File: config.mk
export PLATFORM = sky130hd
export DESIGN_NAME = tjrpu_mem_arb
export DESIGN_NICKNAME = d
export VERILOG_FILES = /design/src/rtl/tjrpu_pkg.sv /design/src/rtl/tjrpu_rr_arb2.sv /design/src/rtl/tjrpu_mem_arb.sv
export SDC_FILE = /design/constraint.sdc
export NUM_CORES = 1
export LEC_CHECK = 0
export ABC_AREA = 1
export CAP_MARGIN = 20
export CORE_MARGIN = 10
export CORE_UTILIZATION = 25
export DETAILED_ROUTE_END_ITERATION = 10
export GPL_ROUTABILITY_DRIVEN = 0
export HOLD_SLACK_MARGIN = 0.06
export SYNTH_ARGS = -nofsm -noshare
export SYNTH_HDL_FRONTEND = slang
export SYNTH_SLANG_ARGS = --single-unit
File: constraint.sdc
create_clock -name wb_clk_i -period 9.65 [get_ports wb_clk_i]
set_clock_uncertainty 0.1 [all_clocks]
set_input_delay 1.93 -clock wb_clk_i [delete_from_list [all_inputs] [get_ports wb_clk_i]]
set_output_delay 1.93 -clock wb_clk_i [all_outputs]
set_load 0.01 [all_outputs]
File: src/rtl/tjrpu_pkg.sv
// ---------------------------------------------------------------------------
// tjrpu_pkg
// Shared definitions for the tjrpu scratch-SRAM arbiter:
//   - arb_state_t : sequencer states (IDLE -> ISSUE -> WAIT -> RESP)
//   - owner_t     : requester encoding (HOST=0, CORE=1); also the bit index
//                   of each requester in the picker's req vector
//   - TJRPU_BASE_ADDR : default Wishbone byte base of the SRAM window
// ---------------------------------------------------------------------------
package tjrpu_pkg;

    typedef enum logic [1:0] {
        ST_IDLE  = 2'd0,
        ST_ISSUE = 2'd1,
        ST_WAIT  = 2'd2,
        ST_RESP  = 2'd3
    } arb_state_t;

    typedef enum logic {
        OWN_HOST = 1'b0,
        OWN_CORE = 1'b1
    } owner_t;

    localparam logic [31:0] TJRPU_BASE_ADDR = 32'h3000_0000;

endpackage

File: src/rtl/tjrpu_rr_arb2.sv
// ---------------------------------------------------------------------------
// tjrpu_rr_arb2
// Two-input picker for the scratch-SRAM arbiter. Purely combinational.
//   req    in  2  request vector, indexed by owner_t (bit0 host, bit1 core)
//   last   in  1  owner granted most recently
//   winner out 1  selected owner (meaningful only when valid)
//   valid  out 1  at least one request present
// Configuration macro: TJRPU_ARB_HOST_PRIO_EN
//   undefined : round-robin, a tie goes to the requester that is not `last`
//   defined   : fixed priority, a tie always goes to the host (`last` ignored)
// ---------------------------------------------------------------------------
module tjrpu_rr_arb2
    import tjrpu_pkg::*;
(
    input  logic [1:0] req,
    input  owner_t     last,
    output owner_t     winner,
    output logic       valid
);

    always_comb begin
        valid  = |req;
        winner = OWN_HOST;
        if (req == 2'b10) begin
            winner = OWN_CORE;
        end else if (req == 2'b11) begin
`ifdef TJRPU_ARB_HOST_PRIO_EN
            winner = OWN_HOST;
`else
            if (last == OWN_HOST) winner = OWN_CORE;
            else                  winner = OWN_HOST;
`endif
        end
    end

`ifdef TJRPU_ARB_HOST_PRIO_EN
    logic unused_last;
    assign unused_last = last;
`endif

endmodule

File: src/rtl/tjrpu_mem_arb.sv
// ---------------------------------------------------------------------------
// tjrpu_mem_arb
// Shares one single-port 32-bit scratch SRAM between the Caravel Wishbone
// host and the RPU core data port. Every access runs a fixed 4-cycle
// sequence IDLE -> ISSUE -> WAIT -> RESP; all outputs are flop outputs.
//
// Ports
//   wb_clk_i / wb_rst_i        clock, asynchronous active-high reset
//   wbs_cyc_i .. wbs_dat_i     Wishbone slave request (byte address)
//   wbs_ack_o, wbs_dat_o       Wishbone ack pulse and read data
//   core_req_i .. core_dat_i   core request (word address), held until gnt
//   core_gnt_o                 core request accepted (pulse, ISSUE cycle)
//   core_rvalid_o, core_dat_o  core response pulse and read data
//   mem_csb_o .. mem_din_o     OpenRAM-style macro port (active-low csb/web)
//   mem_dout_i                 SRAM read data, valid the cycle after csb low
//
// Parameters
//   AW         SRAM word-address width (depth 2**AW)
//   BASE_ADDR  Wishbone byte base of the SRAM window
//
// Configuration macro: TJRPU_ARB_HOST_PRIO_EN (host wins ties; see
// tjrpu_rr_arb2). Default build is round-robin.
// ---------------------------------------------------------------------------
module tjrpu_mem_arb
    import tjrpu_pkg::*;
#(
    parameter int unsigned AW        = 8,
    parameter logic [31:0] BASE_ADDR = TJRPU_BASE_ADDR
) (
    input  logic          wb_clk_i,
    input  logic          wb_rst_i,
    input  logic          wbs_cyc_i,
    input  logic          wbs_stb_i,
    input  logic          wbs_we_i,
    input  logic [3:0]    wbs_sel_i,
    input  logic [31:0]   wbs_adr_i,
    input  logic [31:0]   wbs_dat_i,
    output logic          wbs_ack_o,
    output logic [31:0]   wbs_dat_o,
    input  logic          core_req_i,
    input  logic          core_we_i,
    input  logic [3:0]    core_sel_i,
    input  logic [AW-1:0] core_adr_i,
    input  logic [31:0]   core_dat_i,
    output logic          core_gnt_o,
    output logic          core_rvalid_o,
    output logic [31:0]   core_dat_o,
    output logic          mem_csb_o,
    output logic          mem_web_o,
    output logic [3:0]    mem_wmask_o,
    output logic [AW-1:0] mem_addr_o,
    output logic [31:0]   mem_din_o,
    input  logic [31:0]   mem_dout_i
);

    arb_state_t    state_q, state_d;
    owner_t        last_q, last_d, owner_q, owner_d;
    logic          we_q, we_d, hit_q, hit_d, abort_q, abort_d;
    logic          csb_q, csb_d, web_q, web_d;
    logic [3:0]    wmask_q, wmask_d;
    logic [AW-1:0] addr_q, addr_d;
    logic [31:0]   din_q, din_d;
    logic          ack_q, ack_d, gnt_q, gnt_d, rvalid_q, rvalid_d;
    logic [31:0]   wbs_dat_q, wbs_dat_d, core_dat_q, core_dat_d;

    owner_t        arb_winner;
    logic          arb_valid;
    logic          host_req, host_hit;
    logic          pick_we, pick_hit;
    logic [3:0]    pick_sel;
    logic [AW-1:0] pick_addr;
    logic [31:0]   pick_din;
    logic [31:0]   rdata;

    // Byte offset inside a word is irrelevant for 32-bit accesses.
    logic unused_adr_lsb;
    assign unused_adr_lsb = ^wbs_adr_i[1:0];

    assign host_req = wbs_cyc_i & wbs_stb_i;
    // Window compare only; the word index below it wraps modulo 2**AW.
    assign host_hit = (wbs_adr_i[31:AW+2] == BASE_ADDR[31:AW+2]);

    tjrpu_rr_arb2 u_pick (
        .req    ({core_req_i, host_req}),
        .last   (last_q),
        .winner (arb_winner),
        .valid  (arb_valid)
    );

    // Fields of whichever requester won this cycle's arbitration.
    always_comb begin
        if (arb_winner == OWN_HOST) begin
            pick_we   = wbs_we_i;
            pick_sel  = wbs_sel_i;
            pick_addr = wbs_adr_i[AW+1:2];
            pick_din  = wbs_dat_i;
            pick_hit  = host_hit;
        end else begin
            pick_we   = core_we_i;
            pick_sel  = core_sel_i;
            pick_addr = core_adr_i;
            pick_din  = core_dat_i;
            pick_hit  = 1'b1;
        end
    end

    // Writes and host misses return zero regardless of what the macro drives.
    assign rdata = (we_q || !hit_q) ? 32'h0 : mem_dout_i;

    always_comb begin
        // NOTE: every signal gets a default first so no latch can be inferred.
        state_d    = state_q;
        last_d     = last_q;
        owner_d    = owner_q;
        we_d       = we_q;
        hit_d      = hit_q;
        abort_d    = abort_q;
        csb_d      = 1'b1;
        web_d      = 1'b1;
        wmask_d    = wmask_q;
        addr_d     = addr_q;
        din_d      = din_q;
        ack_d      = 1'b0;
        gnt_d      = 1'b0;
        rvalid_d   = 1'b0;
        wbs_dat_d  = wbs_dat_q;
        core_dat_d = core_dat_q;

        unique case (state_q)
            ST_IDLE: begin
                if (arb_valid) begin
                    owner_d = arb_winner;
                    last_d  = arb_winner;
                    we_d    = pick_we;
                    hit_d   = pick_hit;
                    abort_d = 1'b0;
                    addr_d  = pick_addr;
                    din_d   = pick_din;
                    wmask_d = pick_we ? pick_sel : 4'h0;
                    // Macro strobe is registered here so it is live in ISSUE.
                    csb_d   = ~pick_hit;
                    web_d   = ~pick_we;
                    gnt_d   = (arb_winner == OWN_CORE);
                    state_d = ST_ISSUE;
                end
            end
            ST_ISSUE: begin
                if (owner_q == OWN_HOST && !wbs_cyc_i) abort_d = 1'b1;
                state_d = ST_WAIT;
            end
            ST_WAIT: begin
                // cyc is checked once more here so a drop in WAIT also aborts.
                if (owner_q == OWN_HOST) begin
                    if (!abort_q && wbs_cyc_i) begin
                        ack_d     = 1'b1;
                        wbs_dat_d = rdata;
                    end
                end else begin
                    rvalid_d   = 1'b1;
                    core_dat_d = rdata;
                end
                state_d = ST_RESP;
            end
            ST_RESP: state_d = ST_IDLE;
            default: state_d = ST_IDLE;
        endcase
    end

    always_ff @(posedge wb_clk_i or posedge wb_rst_i) begin
        if (wb_rst_i) begin
            state_q    <= ST_IDLE;
            last_q     <= OWN_CORE;
            owner_q    <= OWN_HOST;
            we_q       <= 1'b0;
            hit_q      <= 1'b0;
            abort_q    <= 1'b0;
            csb_q      <= 1'b1;
            web_q      <= 1'b1;
            wmask_q    <= 4'h0;
            addr_q     <= '0;
            din_q      <= 32'h0;
            ack_q      <= 1'b0;
            gnt_q      <= 1'b0;
            rvalid_q   <= 1'b0;
            wbs_dat_q  <= 32'h0;
            core_dat_q <= 32'h0;
        end else begin
            // NOTE: sequential state is updated with non-blocking assignments only.
            state_q    <= state_d;
            last_q     <= last_d;
            owner_q    <= owner_d;
            we_q       <= we_d;
            hit_q      <= hit_d;
            abort_q    <= abort_d;
            csb_q      <= csb_d;
            web_q      <= web_d;
            wmask_q    <= wmask_d;
            addr_q     <= addr_d;
            din_q      <= din_d;
            ack_q      <= ack_d;
            gnt_q      <= gnt_d;
            rvalid_q   <= rvalid_d;
            wbs_dat_q  <= wbs_dat_d;
            core_dat_q <= core_dat_d;
        end
    end

    assign wbs_ack_o     = ack_q;
    assign wbs_dat_o     = wbs_dat_q;
    assign core_gnt_o    = gnt_q;
    assign core_rvalid_o = rvalid_q;
    assign core_dat_o    = core_dat_q;
    assign mem_csb_o     = csb_q;
    assign mem_web_o     = web_q;
    assign mem_wmask_o   = wmask_q;
    assign mem_addr_o    = addr_q;
    assign mem_din_o     = din_q;

endmodule

Word-level counts from Yosys, hierarchy flattened
Index checks and enable logic that the tools add are counted.
{ "word_totals": {"ff_bits": 120, "inputBits": 151, "wordCells": 67} }
{ "op_classes": {"eq_ne": 8, "n_mux": 26, "bitwise": 4, "reduce_logical": 13} }
{ "ops": {"columns": ["operator", "n"], "rows": [
  ["two-way mux 32 bit", 2],
  ["equality test 22 x 20 -> 1 bit, second input constant", 1],
  ["two-way mux 1 bit", 18],
  ["equality test 2 bit, second input constant", 4],
  ["two-way mux 4 bit", 2],
  ["two-way mux 8 bit", 1],
  ["case mux 2 bit (4 select lines)", 1],
  ["AND reduction 3 bit", 2],
  ["inequality test 2 bit, second input constant", 2],
  ["AND reduction 2 bit", 2],
  ["logical NOT 1 bit", 3],
  ["NOT 1 bit", 3],
  ["equality test 2 x 1 -> 1 bit, second input constant", 1],
  ["logical AND 1 bit", 2],
  ["logical NOT 2 bit", 1],
  ["two-way mux 2 bit", 1],
  ["case mux 1 bit (2 select lines)", 1],
  ["nonzero test 2 bit", 1],
  ["OR reduction 2 bit", 1],
  ["AND 1 bit", 1],
  ["logical OR 1 bit", 1]
]} }

Depth between registers and ports, before layout
Gate-level depths: netlist of run 1.
{ "logic_depth": {"depth_word": 8, "mapped_depth": 9, "ltp_nobuf": 8} }

By module
Synthesis of run 1 repeated with hierarchy kept, for this count alone.
{ "unflattened": {"cells_unflattened": 573, "area_unflattened_um2": 5067.4} }
{ "modules_own_cells": {"columns": ["module", "instances", "cells_each", "area_each_um2", "seq_area_each_um2"], "rows": [
  ["tjrpu_mem_arb", 1, 570, 5052.3, 3006.6],
  ["tjrpu_rr_arb2", 1, 3, 15.0, 0.0]
]} }

Least setup slack after synthesis of run 1
OpenSTA, ideal clock, no wires.
{ "synth_timing": {"kind": "input port to flip-flop", "start": "input port wbs_stb_i", "end": "register din_q[10] (netlist: mem_din_o[10])", "arrival_time_ns": 2.681, "slack_ns": 6.792, "path_stages": 7, "n_path_buf": 2, "cell_sequence": "nand2_1 > inv_2 > o21ai_4 > buf_6 > buf_4 > a21oi_1 > a21oi_1"} }
{ "synth_between": {"elab_chain_len": 5} }
{ "synth_rtl": {"columns": ["item", "line", "text"], "rows": [
  ["start: declaration", "tjrpu_mem_arb.sv:33", "input logic wbs_stb_i,"],
  ["AND 1 bit (*)", "tjrpu_mem_arb.sv:79", "assign host_req = wbs_cyc_i & wbs_stb_i;"],
  ["equality test 2 bit", "tjrpu_rr_arb2.sv:26", "end else if (req == 2'b11) begin"],
  ["two-way mux 1 bit", "tjrpu_rr_arb2.sv:26", null],
  ["two-way mux 1 bit", "tjrpu_rr_arb2.sv:24", "if (req == 2'b10) begin"],
  ["two-way mux 32 bit", "tjrpu_mem_arb.sv:92", "if (arb_winner == OWN_HOST) begin"],
  ["end signal: assignment", "tjrpu_mem_arb.sv:199", "din_q <= din_d;"],
  ["end: declaration", "tjrpu_mem_arb.sv:62", "logic [31:0] din_q, din_d;"]
]} }
Every way passes the cells marked *; elsewhere a longest branch is shown, timed or not.
A chain may end at the register's enable or synchronous reset.

Final worst setup path of run 1
{ "layout_timing": {"start": "input port wbs_cyc_i", "end": "register owner_q"} }
{ "layout_between": {"elab_chain_len": 4} }
{ "layout_rtl": {"columns": ["item", "line", "text"], "rows": [
  ["start: declaration", "tjrpu_mem_arb.sv:32", "input logic wbs_cyc_i,"],
  ["AND 1 bit (*)", "tjrpu_mem_arb.sv:79", null],
  ["equality test 2 bit", "tjrpu_rr_arb2.sv:26", null],
  ["two-way mux 1 bit", "tjrpu_rr_arb2.sv:26", null],
  ["two-way mux 1 bit", "tjrpu_rr_arb2.sv:24", null],
  ["end signal: assignment", "tjrpu_mem_arb.sv:191", "owner_q <= owner_d;"],
  ["end: declaration", "tjrpu_mem_arb.sv:57", "owner_t last_q, last_d, owner_q, owner_d;"]
]} }
Marked as above.

==> results.ini, run 1 <==
[placed_design]
dp_hpwl_um=14200
placed_area_um2=8160
io_buffers=261
dp_slack_ns=5.50
placedCellCount=1170

[global_routing]
gr-total-overflow=0
antenna_found_initial=0
grt_pass1_vias=5241
grt_pass1_wl_um=31000
track_usage=0.140
grt_max_degree=70

[die]
io_pins=264
core_area_um2=21000
start_util=0.254
die_x_um=166
die-area_um2=27600
die_h_um=166
rows=53

[cells_and_area]
drive_gt1_frac=0.0550
regArea_um2=3010
multi_input_area_um2=1850
final_cells=1202
finalInstanceArea_um2=8770
final_util=0.417
final_cell_mix=261 x clkdlybuf4s50_1, 207 x nand2_1, 117 x dfrtp_1
layout_commonest_cell=clkdlybuf4s50_1
layout.nets=1069
fillers=2136
syn2layout_area_growth_pct=64.1
diodes=0

[yosys]
netlist_area_um2=5340
yosysSeqAreaShare=0.563
syn_nets=815
syn_area_per_cell_um2=8.10
ys_ff_latch=120
synth_cells=660
ys.warnings.count=0
synth.distinct_cells=21

[sta]
relSlewSlack=0.462
period_needed_ns=3.73
fin_setup_tns_ns=0
worstMarginPinSlew_ns=0.808
rsz0062_at_grt=false
hold_violations=0
max_freq_ghz=0.268
fin_ws_ns=5.92
hold_ws_ns=0.375
maxSlewViolCount=0
post-route-period-util=0.387
setup_viol=0

[route]
first_pass_iters=6
antenna_left=0
wl_um=19600
drc=0
vias=5088
avgRoutedWirePerCell_um=16.3
vias_per_cell=4.23
drt_iter0_drc=254

[run]
cap_viol_max_count=0

[clock_tree]
ctsHoldBuffers=0
insertion_delay_ns=0.42
cts.sinks=120
cts_max_path_buffers=2
cts_root_buffer=clkbuf_16
tritoncts=yes
cts_setup_buffers=0
clk_pin_slew_ns=0.06
post_cts_resized=0
cts_buffers=17
htreeDepth=4

[status]
status=finished, final reports clean

[power_and_ir_drop]
p_leak_nw=4.01
power_mw=2.47
power_per_cell_area_nw_per_um2=282
ir_worst_vdd_mv=0.132

[setup_path]
critPathLaunchType=input pin
path_class=in -> reg
path_max_fanout=48
worst_setup_path_end_kind=flop
worst-endpoint-arrival_ns=3.93
cp.required_ns=9.85

[hold_path]
hp-class=reg -> reg

[layer usage]
metal | routed length (um) | share of wire | global-route usage | vias up
li1 | - | - | - | 2546
met1 | 8350 | 0.43 | 0.164 | 2301
met2 | 8350 | 0.43 | 0.208 | 230
met3 | 2740 | 0.14 | 0.0847 | 11
met4 | 191 | 0.0097 | 0.0428 | 0
met5 | 0 | 0 | 0 | -
[report_power, final]
| group | total, mW | switching (mW) | internal [mW] | leakage, nW |
|---|---|---|---|---|
| clock network | 0.660 | 0.252 | 0.408 | 0.287 |
| logic | 0.999 | 0.509 | 0.490 | 2.22 |
| registers | 0.810 | 0.105 | 0.704 | 1.51 |
| total | 2.47 | 0.866 | 1.60 | 4.01 |
[worst paths after layout]
| path | from | endpoint | slack, ns | cells after the start |
|---|---|---|---|---|
| worst min-delay path | core_dat_o[16] | core_dat_o[16] | 0.37 | 2 |
| min in group asynchronous | wb_rst_i | core_dat_o[13] | 1.89 | 2 |
| worst min register to register | core_dat_o[16] | core_dat_o[16] | 0.37 | 2 |
| max in group asynchronous | wb_rst_i | core_dat_o[29] | 6.42 | 3 |
| worst max-delay path | wbs_cyc_i | owner_q | 5.92 | 10 |
| worst max register to register | last_q | owner_q | 7.60 | 7 |
[state kept, by name, indices dropped and copies added (netlist names)]
name           count
wbs_ack_o          1
mem_din_o         32
hit_q              1
owner_q            1
we_q               1
mem_csb_o          1
core_rvalid_o      1
wbs_dat_o         32
mem_wmask_o        4
last_q             1
abort_q            1
state_q            2
mem_web_o          1
mem_addr_o         8
core_dat_o        32
core_gnt_o         1
[synthesized netlist by cell type (all sizes together)]
| cell type | instances | area [um^2] |
|---|---|---|
| nand3 | 10 | 50.1 |
| nor2 | 86 | 323 |
| or2 | 2 | 12.5 |
| inv | 75 | 282 |
| clkbuf | 4 | 15.0 |
| nor3 | 1 | 5.00 |
| dfrtp | 117 | 2930 |
| o21ai | 38 | 201 |
| dfstp | 3 | 78.8 |
| ha | 4 | 50.1 |
| buf | 30 | 193 |
| nand2 | 209 | 790 |
| a21oi | 81 | 417 |
[worst max-delay path, cell delays in order]
cell and delay (ns):
clkdlybuf4s50_1 0.50, nand2_1 0.09, inv_2 0.10, nand2_2 0.11, nand2_2 0.07, buf_4 0.47, inv_1 0.08, buf_4 0.28
nand2_1 0.16, nand2_1 0.06
[final cells by class]
cell class	count	share of cell area
inverters	75	0.0327
well taps	275	0.0392
clock buffers	18	0.0490
repair buffers	269	0.305
clock inverters	14	0.0200
flip-flops and latches	120	0.343
multi-input cells	431	0.211
[cell families after synthesis]
family                     after synthesis  synth area share
AOI/OAI and AO/OA                      119             0.116
adders and majority gates                4           0.00937
buffers and inverters                  109            0.0915
DFF                                    120             0.563
and+or+nand+nor                        308             0.221
No activity file was read; power rests on OpenSTA's default activity.
==> run 2, diff against run 1 <==
clock period = 3.8 ns   (was 9.65 ns; I/O delays follow)
==> results.ini, run 2 (synthesis results as in run 1) <==
[power_and_ir_drop]
power_per_cell_area_nw_per_um2=713
p_leak_nw=4.03
ir_worst_vdd_mv=0.348

[sta]
fin_setup_tns_ns=0
hold_violations=0
post-route-period-util=0.629
setup_viol=0
max_freq_ghz=0.418
worstMarginPinSlew_ns=0.797
relSlewSlack=0.468
maxSlewViolCount=0
period_needed_ns=2.39
rsz0062_at_grt=false

[clock_tree]
cts_max_path_buffers=2
tritoncts=yes
cts.sinks=120
post_cts_resized=0
cts_root_buffer=clkbuf_16
insertion_delay_ns=0.41
cts_buffers=17
ctsHoldBuffers=0
htreeDepth=4
clk_pin_slew_ns=0.06
cts_setup_buffers=0

[setup_path]
path_max_fanout=47
cp_slowest_cell=clkdlybuf4s50_1
cp.required_ns=4.02
worst_setup_path_end_kind=flop
path_delay_family=buffers and inverters
critPathMaxStageDelay_ns=0.50
crit_buf_inv=3
timing.rr.start=state_q[0]
path_class=in -> reg
critPathLaunchType=input pin
worstSetupStartpoint=wbs_cyc_i
path_cells=clkdlybuf4s50_1 > nand2_1 > inv_2 > nand2_2 > nand2_2 > buf_4 > or2_1 > nand2_1 > o21ai_0
worst-endpoint-arrival_ns=2.61

[route]
wl_um=19500
drc=0
antenna_left=0
vias_per_cell=4.24
vias=5100
avgRoutedWirePerCell_um=16.2
first_pass_iters=6
drt_iter0_drc=288

[run]
cap_viol_max_count=0

[cells_and_area]
drive_gt1_frac=0.0561
layout.nets=1069
final_cell_mix=261 x clkdlybuf4s50_1, 207 x nand2_1, 117 x dfrtp_1
finalInstanceArea_um2=8800
diodes=0
layout_commonest_cell=clkdlybuf4s50_1
syn2layout_area_growth_pct=64.6

[die]
core_area_um2=21000
io_pins=264
start_util=0.254
rows=53
die-area_um2=27600
die_x_um=166
die_h_um=166

[global_routing]
track_usage=0.140
gr-total-overflow=0
antenna_found_initial=0
grt_max_degree=121
grt_pass1_vias=5294
grt_pass1_wl_um=30700

[status]
status=finished, final reports clean

[placed_design]
dp_hpwl_um=13900
placed_area_um2=8190
io_buffers=261

[hold_path]
hp-start=core_dat_o[18]
hp-class=reg -> reg

-- run 2: path summary, 6_finish.rpt --
check                            endpoint  cells past startpoint  slack, ns
hold / removal             core_dat_o[18]                      2       0.38
max in group asynchronous            we_q                      3       2.30
setup reg to reg             wbs_dat_o[1]                      7       1.87
setup / recovery                     we_q                      9       1.41
hold reg to reg            core_dat_o[18]                      2       0.38
min in group asynchronous  core_dat_o[17]                      3       0.80
-- run 2: layer usage --
| layer | wire length [um] | track usage | vias up |
|---|---|---|---|
| met3 | 2780 | 0.0949 | 9 |
| met2 | 8610 | 0.215 | 216 |
| met1 | 7950 | 0.156 | 2336 |
| li1 | - | - | 2539 |
| met4 | 151 | 0.0312 | 0 |
| met5 | 0 | 0 | - |
-- run 2: cell type report --
| class | count | area [um^2] |
|---|---|---|
| timing repair buffer | 269 | 2700 |
| tap | 275 | 344 |
| multi-input combinational | 431 | 1850 |
| sequential | 120 | 3010 |
| clock buffer | 18 | 439 |
| fill | 2127 | 12200 |
| inverter | 75 | 285 |
| clock inverter | 14 | 171 |
-- run 2: where the power goes --
| part | leakage (nW) | internal (mW) | total [mW] | switching (mW) |
|---|---|---|---|---|
| clock network | 0.293 | 1.05 | 1.68 | 0.629 |
| logic | 2.23 | 1.25 | 2.54 | 1.29 |
| registers | 1.51 | 1.79 | 2.05 | 0.258 |
| total | 4.03 | 4.09 | 6.27 | 2.18 |
-- run 2: per-stage QoR --
step           power [mW]  hold WS, ns  utilization  cells  setup WS [ns]
2_1_floorplan        3.20        0.349            -    660           1.47
3_3_place_gp         4.63        0.362        0.389   1170          0.986
3_5_place_dp         4.66        0.364        0.389   1170          0.996
4_1_cts              6.40        0.381        0.418   1202           1.37
5_1_grt              6.73        0.394        0.418   1202           1.30
6_report             6.27        0.375        0.418   1202           1.41
-- run 2: worst register-to-register path: cells and delay by family, from the launching register on --
| kind | cells | cell delay [ns] |
|---|---|---|
| buffers and inverters | 2 | 0.60 |
| AOI/OAI and AO/OA | 1 | 0.13 |
| DFF | 1 | 0.39 |
| adders and majority gates | 1 | 0.21 |
| and+or+nand+nor | 3 | 0.40 |
